--- config.mk ---
export PLATFORM = sky130hd
export DESIGN_NAME = time_set_ctrl
export DESIGN_NICKNAME = d
export VERILOG_FILES = /design/src/rtl/time_set_pkg.sv /design/src/rtl/time_set_ctrl_btn_cond.sv /design/src/rtl/time_set_ctrl.sv
export SDC_FILE = /design/constraint.sdc
export NUM_CORES = 1
export LEC_CHECK = 0
export ABC_AREA = 1
export BUFFER_PORTS_ARGS = -buffer_cell sky130_fd_sc_hd__buf_4
export CORE_UTILIZATION = 55
export DETAILED_ROUTE_END_ITERATION = 6
export PLACE_DENSITY = 0.84
export SYNTH_ARGS = -nofsm -noshare
export SYNTH_HDL_FRONTEND = slang
export SYNTH_SLANG_ARGS = --single-unit
--- constraint.sdc ---
create_clock -name clk -period 3.6 [get_ports clk]
set_input_delay 0.72 -clock clk [delete_from_list [all_inputs] [get_ports clk]]
set_output_delay 0.72 -clock clk [all_outputs]
set_load 0.1 [all_outputs]
--- src/rtl/time_set_pkg.sv ---
// Shared types and BCD helpers for the time/alarm set controller.
// Edit states, edit_field codes and BCD limits live here.
package time_set_pkg;

    typedef enum logic [2:0] {
        S_IDLE,
        S_T_HOUR,
        S_T_MIN,
        S_T_COMMIT,
        S_A_HOUR,
        S_A_MIN,
        S_A_COMMIT
    } state_e;

    localparam logic [1:0] EF_NONE = 2'd0;
    localparam logic [1:0] EF_HOUR = 2'd1;
    localparam logic [1:0] EF_MIN  = 2'd2;

    localparam logic [1:0] H_TENS_MAX  = 2'd2;
    localparam logic [3:0] H_UNITS_TOP = 4'd3;
    localparam logic [3:0] M_TENS_MAX  = 4'd5;
    localparam logic [3:0] BCD_MAX     = 4'd9;

    typedef struct packed {
        logic [1:0] h1;
        logic [3:0] h0;
        logic [3:0] m1;
        logic [3:0] m0;
    } bcd_time_t;

    // 23 wraps to 00; units roll into tens at 9.
    function automatic bcd_time_t inc_hour(input bcd_time_t t);
        bcd_time_t r;
        r = t;
        if (t.h1 == H_TENS_MAX && t.h0 == H_UNITS_TOP) begin
            r.h1 = '0;
            r.h0 = '0;
        end else if (t.h0 >= BCD_MAX) begin
            r.h0 = '0;
            r.h1 = t.h1 + 2'd1;
        end else begin
            r.h0 = t.h0 + 4'd1;
        end
        return r;
    endfunction

    // 59 wraps to 00; hours are never touched.
    function automatic bcd_time_t inc_min(input bcd_time_t t);
        bcd_time_t r;
        r = t;
        if (t.m0 >= BCD_MAX) begin
            r.m0 = '0;
            if (t.m1 >= M_TENS_MAX) r.m1 = '0;
            else r.m1 = t.m1 + 4'd1;
        end else begin
            r.m0 = t.m0 + 4'd1;
        end
        return r;
    endfunction

endpackage

--- src/rtl/time_set_ctrl_btn_cond.sv ---
// Button conditioner: 2-flop sync, optional debounce, edge pulse.
// Debounce is built only when TSC_DEBOUNCE_EN is defined.
module btn_cond #(
    parameter int DEB_CYC = 16
) (
    input  logic clk,
    input  logic reset_n,
    input  logic btn_raw,
    output logic level,
    output logic press
);

    logic [1:0] sync;
    logic       lvl_q;

    // Bring the raw button into the clock domain
    always_ff @(posedge clk or negedge reset_n) begin
        if (!reset_n) sync <= '0;
        else sync <= {sync[0], btn_raw};
    end

`ifdef TSC_DEBOUNCE_EN
    localparam int CW = $clog2(DEB_CYC + 1);

    logic [CW-1:0] deb_cnt;
    logic          stable;

    // Accept a new level after DEB_CYC matching samples in a row
    always_ff @(posedge clk or negedge reset_n) begin
        if (!reset_n) begin
            stable  <= 1'b0;
            deb_cnt <= '0;
        end else if (sync[1] == stable) begin
            deb_cnt <= '0;
        end else if (deb_cnt == CW'(DEB_CYC - 1)) begin
            stable  <= sync[1];
            deb_cnt <= '0;
        end else begin
            deb_cnt <= deb_cnt + CW'(1);
        end
    end

    assign level = stable;
`else
    logic deb_unused;
    assign deb_unused = (DEB_CYC > 0);
    assign level = sync[1];
`endif

    // One-cycle pulse on each accepted rising level
    always_ff @(posedge clk or negedge reset_n) begin
        if (!reset_n) begin
            lvl_q <= 1'b0;
            press <= 1'b0;
        end else begin
            lvl_q <= level;
            press <= level & ~lvl_q;
        end
    end

endmodule

--- src/rtl/time_set_ctrl.sv ---
// Push-button edit front end for the alarm clock load ports.
// Define TSC_DEBOUNCE_EN to insert a debounce stage per button.
module time_set_ctrl
    import time_set_pkg::*;
#(
    parameter int DEB_CYC     = 16,
    parameter int TIMEOUT_CYC = 1000
) (
    input  logic       clk,
    input  logic       reset_n,
    input  logic       btn_time,
    input  logic       btn_alarm,
    input  logic       btn_inc,
    input  logic       btn_stop,
    input  logic [1:0] cur_H1,
    input  logic [3:0] cur_H0,
    input  logic [3:0] cur_M1,
    input  logic [3:0] cur_M0,
    output logic [1:0] H_in1,
    output logic [3:0] H_in0,
    output logic [3:0] M_in1,
    output logic [3:0] M_in0,
    output logic       LD_time,
    output logic       LD_alarm,
    output logic       AL_on,
    output logic       STOP_al,
    output logic [1:0] edit_field
);

    localparam int TW = $clog2(TIMEOUT_CYC + 1);

    logic          p_time, p_alarm, p_inc, p_stop_unused;
    logic [2:0]    lvl_unused;
    logic          stop_lvl;
    logic          pt, pa, pi, any_press;
    logic          in_edit, timed_out;

    state_e        state_q, state_d;
    bcd_time_t     stage_q, stage_d;
    bcd_time_t     shadow_q, shadow_d;
    bcd_time_t     cur_t;
    logic          al_on_q, al_on_d;
    logic [TW-1:0] idle_q, idle_d;

    btn_cond #(.DEB_CYC(DEB_CYC)) u_time (
        .clk(clk), .reset_n(reset_n), .btn_raw(btn_time),
        .level(lvl_unused[0]), .press(p_time)
    );
    btn_cond #(.DEB_CYC(DEB_CYC)) u_alarm (
        .clk(clk), .reset_n(reset_n), .btn_raw(btn_alarm),
        .level(lvl_unused[1]), .press(p_alarm)
    );
    btn_cond #(.DEB_CYC(DEB_CYC)) u_inc (
        .clk(clk), .reset_n(reset_n), .btn_raw(btn_inc),
        .level(lvl_unused[2]), .press(p_inc)
    );
    btn_cond #(.DEB_CYC(DEB_CYC)) u_stop (
        .clk(clk), .reset_n(reset_n), .btn_raw(btn_stop),
        .level(stop_lvl), .press(p_stop_unused)
    );

    // Same-cycle presses resolve time > alarm > inc
    assign pt        = p_time;
    assign pa        = p_alarm & ~p_time;
    assign pi        = p_inc & ~p_time & ~p_alarm;
    assign any_press = p_time | p_alarm | p_inc;

    assign cur_t = {cur_H1, cur_H0, cur_M1, cur_M0};

    assign in_edit = (state_q == S_T_HOUR) || (state_q == S_T_MIN) ||
                     (state_q == S_A_HOUR) || (state_q == S_A_MIN);
    assign timed_out = in_edit && !any_press &&
                       (idle_q == TW'(TIMEOUT_CYC - 1));

    // State, stage, alarm shadow, enable and idle timer registers
    always_ff @(posedge clk or negedge reset_n) begin
        if (!reset_n) begin
            state_q  <= S_IDLE;
            stage_q  <= '0;
            shadow_q <= '0;
            al_on_q  <= 1'b0;
            idle_q   <= '0;
        end else begin
            state_q  <= state_d;
            stage_q  <= stage_d;
            shadow_q <= shadow_d;
            al_on_q  <= al_on_d;
            idle_q   <= idle_d;
        end
    end

    // Next-state, stage edits, strobes and field indicator
    always_comb begin
        state_d    = state_q;
        stage_d    = stage_q;
        shadow_d   = shadow_q;
        al_on_d    = al_on_q;
        idle_d     = '0;
        LD_time    = 1'b0;
        LD_alarm   = 1'b0;
        edit_field = EF_NONE;

        if (in_edit && !any_press && !timed_out)
            idle_d = idle_q + TW'(1);

        unique case (state_q)
            S_IDLE: begin
                if (pt) begin
                    stage_d = cur_t;
                    state_d = S_T_HOUR;
                end else if (pa) begin
                    stage_d = shadow_q;
                    state_d = S_A_HOUR;
                end else if (pi) begin
                    al_on_d = ~al_on_q;
                end
            end
            S_T_HOUR: begin
                edit_field = EF_HOUR;
                if (pt) state_d = S_T_MIN;
                else if (pi) stage_d = inc_hour(stage_q);
                else if (timed_out) state_d = S_IDLE;
            end
            S_T_MIN: begin
                edit_field = EF_MIN;
                if (pt) state_d = S_T_COMMIT;
                else if (pi) stage_d = inc_min(stage_q);
                else if (timed_out) state_d = S_IDLE;
            end
            S_T_COMMIT: begin
                LD_time = 1'b1;
                state_d = S_IDLE;
            end
            S_A_HOUR: begin
                edit_field = EF_HOUR;
                if (pa) state_d = S_A_MIN;
                else if (pi) stage_d = inc_hour(stage_q);
                else if (timed_out) state_d = S_IDLE;
            end
            S_A_MIN: begin
                edit_field = EF_MIN;
                if (pa) state_d = S_A_COMMIT;
                else if (pi) stage_d = inc_min(stage_q);
                else if (timed_out) state_d = S_IDLE;
            end
            S_A_COMMIT: begin
                LD_alarm = 1'b1;
                shadow_d = stage_q;
                state_d  = S_IDLE;
            end
            default: state_d = S_IDLE;
        endcase
    end

    assign H_in1   = stage_q.h1;
    assign H_in0   = stage_q.h0;
    assign M_in1   = stage_q.m1;
    assign M_in0   = stage_q.m0;
    assign AL_on   = al_on_q;
    assign STOP_al = stop_lvl;

endmodule

==> results.cfg <==
[grt]
grt_pass1_wl_mm = 10.7
grt-ovfl-total = 0
antenna_found_initial = 0
grt_pass1_vias = 2376
track_usage_pct = 22.9
grt_start_max_net_pins = 57

[timing]
tns_ns = 0
hold_slack_ns = 0.356
rsz0062_at_grt = false
min_period_ns = 2.46
worst_pin_slew_ns = 0.718
slew_violations = 0
fmax_ghz = 0.406
hold_violations = 0
fin_worst_skew_ns = 0.00592
min_period_over_period_pct = 68.4
max-slew-margin-rel_pct = 52.1
setup_viol_count_final = 0

[placed_design]
gp_congestion = 0.870
hpwl_mm = 4.53
io_buffers = 39
dp_cells = 477

[setup_path]
rr_endpoint = M_in0[2]$_DFFE_PN0P_
worstPathMaxFanout = 9
r2r_start = u_time.press$_DFF_PN0_
crit_type = reg -> out
timing.reg2reg.setup_slack_ns = 1.60
slowest_delay_ns = 0.53
crit_required_ns = 2.88
critPathCapture = edit_field[1]
cpMaxStageDelayCell = dfrtp_1
cp.arrival_ns = 1.74
critPathCaptureType = output port
crit_cells = 4
crit_start = state_q[0]$_DFFE_PN0P_
worstSetupStartpointType = flip-flop
worstRegToRegCells = 8
worstPathBufferInverterCount = 1
cp_top_family = flip-flops
path_cells = nor2_2 -> nand2_4 -> o21ai_4 -> buf_4

[cts]
cts_tree = yes
cts_sinks = 56
cts_root_buf = clkbuf_8
cts.clk_slew.worst_paths_ns = 0.10
cts-htree-levels = 2
cts-buffers-inserted = 5
cts.path.max_buffers = 2
clkLatencyLatePin_ns = 0.31
postCtsHoldBufs = 0
cts_resized = 0
postCtsSetupBuffers = 0

[floorplan]
die_h_um = 76.3
fp.dieW_um = 76.3
initial_core_util_pct = 58.3
pin_count = 40
num_rows = 26
die_area_um2 = 5820
coreArea_um2 = 5200

[routing]
viasPerCell = 5.13
drtIter0Drc = 180
vias = 2486
wl_per_cell_um = 12.6
drtPass1Iterations = 4
ant_nets = 0
drc = 0
wirelength_mm = 6.09

[outcome]
status = completed

[synth]
yosysWarnings = 0
yosysSeqAreaShare_pct = 46.2
synthSimpleGateAreaFrac_pct = 33.5
yosysTopAreaCellShare_pct = 46.2
synth.cell_area_um2 = 3030
syn_inst = 374
synth_area_per_cell_um2 = 8.11
synth-seq-cells = 56
synth_compound_area_share_pct = 7.38
synthesis.nets = 405
synthTopCellsByArea = dfrtp_1 46%, nand2_1 16%, ha_1 4.5%
yosysUniqueCellTypes = 31
yosysTopAreaCell = dfrtp_1
synth_xor_xnor_area_share_pct = 2.02
synthMuxAreaShare_pct = 0
synth_fa_ha_area_share_pct = 4.54
synth_top_family_by_area = simple AND/OR/NAND/NOR gates

[layout]
utilization_pct = 66.7
area_growth_pct = 14.5
final_cells = 485
drive_gt1_share_pct = 20.7
n_antenna_cell = 0
nets = 445
fillers = 457

[power]
max-vdd-ir-drop_mv = 0.475
p_total_w = 0.00288
power_density_nw_per_um2 = 828
leakage_nw = 1.81

[worst_hold_path]
hp-class = reg -> reg

[job]
drv_cap = 0
[power by group]
group / internal (W) / total (W) / switching, W
Combinational: 0.000410 / 0.00161 / 0.00120
Clock: 0.000142 / 0.000355 / 0.000213
Sequential: 0.000766 / 0.000905 / 0.000139
[state kept, by name (all words and copies together), names as in the netlist, 2 cells and up]
register      count
H_in0             4
H_in1             2
M_in0             4
M_in1             4
idle_q           10
shadow_q         14
state_q           3
u_alarm.sync      2
u_inc.sync        2
u_stop.sync       2
u_time.sync       2
[synthesized netlist by cell type (all sizes together)]
master and n:
xnor2 2, inv 42, a21oi 6, dfrtp 56, o21ai 30, o211ai 1, or3 1, a21boi 1
nand4 8, clkbuf 1, ha 11, nand3 26, nor3b 2, nor3 7, xor2 5, buf 5
or2 1, nor2 32, nand2 137
[worst min-delay path by stage]
stage                                end  slack, ns  depth (start not counted)                 startpoint
2_1_floorplan  u_alarm.sync[1]$_DFF_PN0_       0.33                          0  u_alarm.sync[0]$_DFF_PN0_
3_3_place_gp   u_alarm.sync[1]$_DFF_PN0_       0.33                          0  u_alarm.sync[0]$_DFF_PN0_
6_report         u_inc.sync[1]$_DFF_PN0_       0.36                          0    u_inc.sync[0]$_DFF_PN0_
3_5_place_dp     u_inc.sync[1]$_DFF_PN0_       0.34                          0    u_inc.sync[0]$_DFF_PN0_
4_1_cts          u_inc.sync[1]$_DFF_PN0_       0.36                          0    u_inc.sync[0]$_DFF_PN0_
5_1_grt         u_stop.sync[1]$_DFF_PN0_       0.37                          0   u_stop.sync[0]$_DFF_PN0_
[worst register-to-register path: stages, from the launching register on]
cell and delay, ns:
dfrtp_1 0.82, inv_2 0.30, nand4_1 0.24, nand2_2 0.10, nor2_4 0.13, nand2_2 0.09
inv_2 0.12, nand2_1 0.07, o21ai_1 0.07
[area by class of cell]
cell class / instances / area (um2) / area share [%]
inverters: 42 / 158 / 4.54
multi-input cells: 270 / 1440 / 41.4
well taps: 70 / 87.6 / 2.52
flip-flops and latches: 56 / 1400 / 40.4
clock inverters: 3 / 25.0 / 0.721
clock buffers: 5 / 68.8 / 1.98
repair buffers: 39 / 293 / 8.43
[metrics by stage]
step           cell area, um2  setup slack (ns)
5_1_grt                  3470              1.02
3_3_place_gp             3380              1.52
6_report                 3470              1.14
2_1_floorplan            3030             0.275
3_5_place_dp             3380              1.49
4_1_cts                  3470              1.13
[placed cells by master, fill, tap and decap left out]
| master | Yosys | layout |
|---|---|---|
| a21boi_1 | 1 | 1 |
| a21oi_1 | 6 | 6 |
| buf_4 | 0 | 39 |
| clkbuf_8 | 0 | 5 |
| clkinvlp_4 | 0 | 1 |
| dfrtp_1 | 56 | 56 |
| ha_1 | 11 | 11 |
| inv_1 | 31 | 31 |
| inv_2 | 11 | 11 |
| inv_6 | 0 | 2 |
| nand2_1 | 128 | 128 |
| nand2_2 | 5 | 5 |
| nand2_4 | 4 | 4 |
| nand3_1 | 20 | 20 |
| nand3_2 | 4 | 4 |
| nand3_4 | 2 | 2 |
| nand4_1 | 8 | 8 |
| nor2_1 | 26 | 26 |
| nor2_2 | 3 | 3 |
| nor2_4 | 3 | 3 |
| nor3_1 | 6 | 6 |
| nor3_4 | 1 | 1 |
| nor3b_2 | 2 | 2 |
| o211ai_4 | 1 | 1 |
| o21ai_0 | 13 | 13 |
| o21ai_1 | 15 | 15 |
| o21ai_2 | 1 | 1 |
| o21ai_4 | 1 | 1 |
| or2_2 | 1 | 1 |
| or3_1 | 1 | 1 |
| xnor2_1 | 2 | 2 |
| xor2_1 | 5 | 5 |
[routing by layer]
| layer | track usage [%] | wire length (um) | share of wire, % | vias to the layer above |
|---|---|---|---|---|
| li1 | - | - | - | 1262 |
| met1 | 30.8 | 2880 | 47 | 1160 |
| met2 | 38.1 | 2870 | 47 | 55 |
| met3 | 3.11 | 254 | 4.2 | 9 |
| met4 | 7.88 | 90 | 1.5 | 0 |
| met5 | 0 | 0 | 0 | - |
[cell families after synthesis]
kind of cell	Yosys count
adder cells (fa/ha/maj)	11
buffers and inverters	48
AO/OA/AOI/OAI	38
XOR/XNOR	7
AND/OR/NAND/NOR	214
flip-flops	56
(Power assumes the default switching activity.)
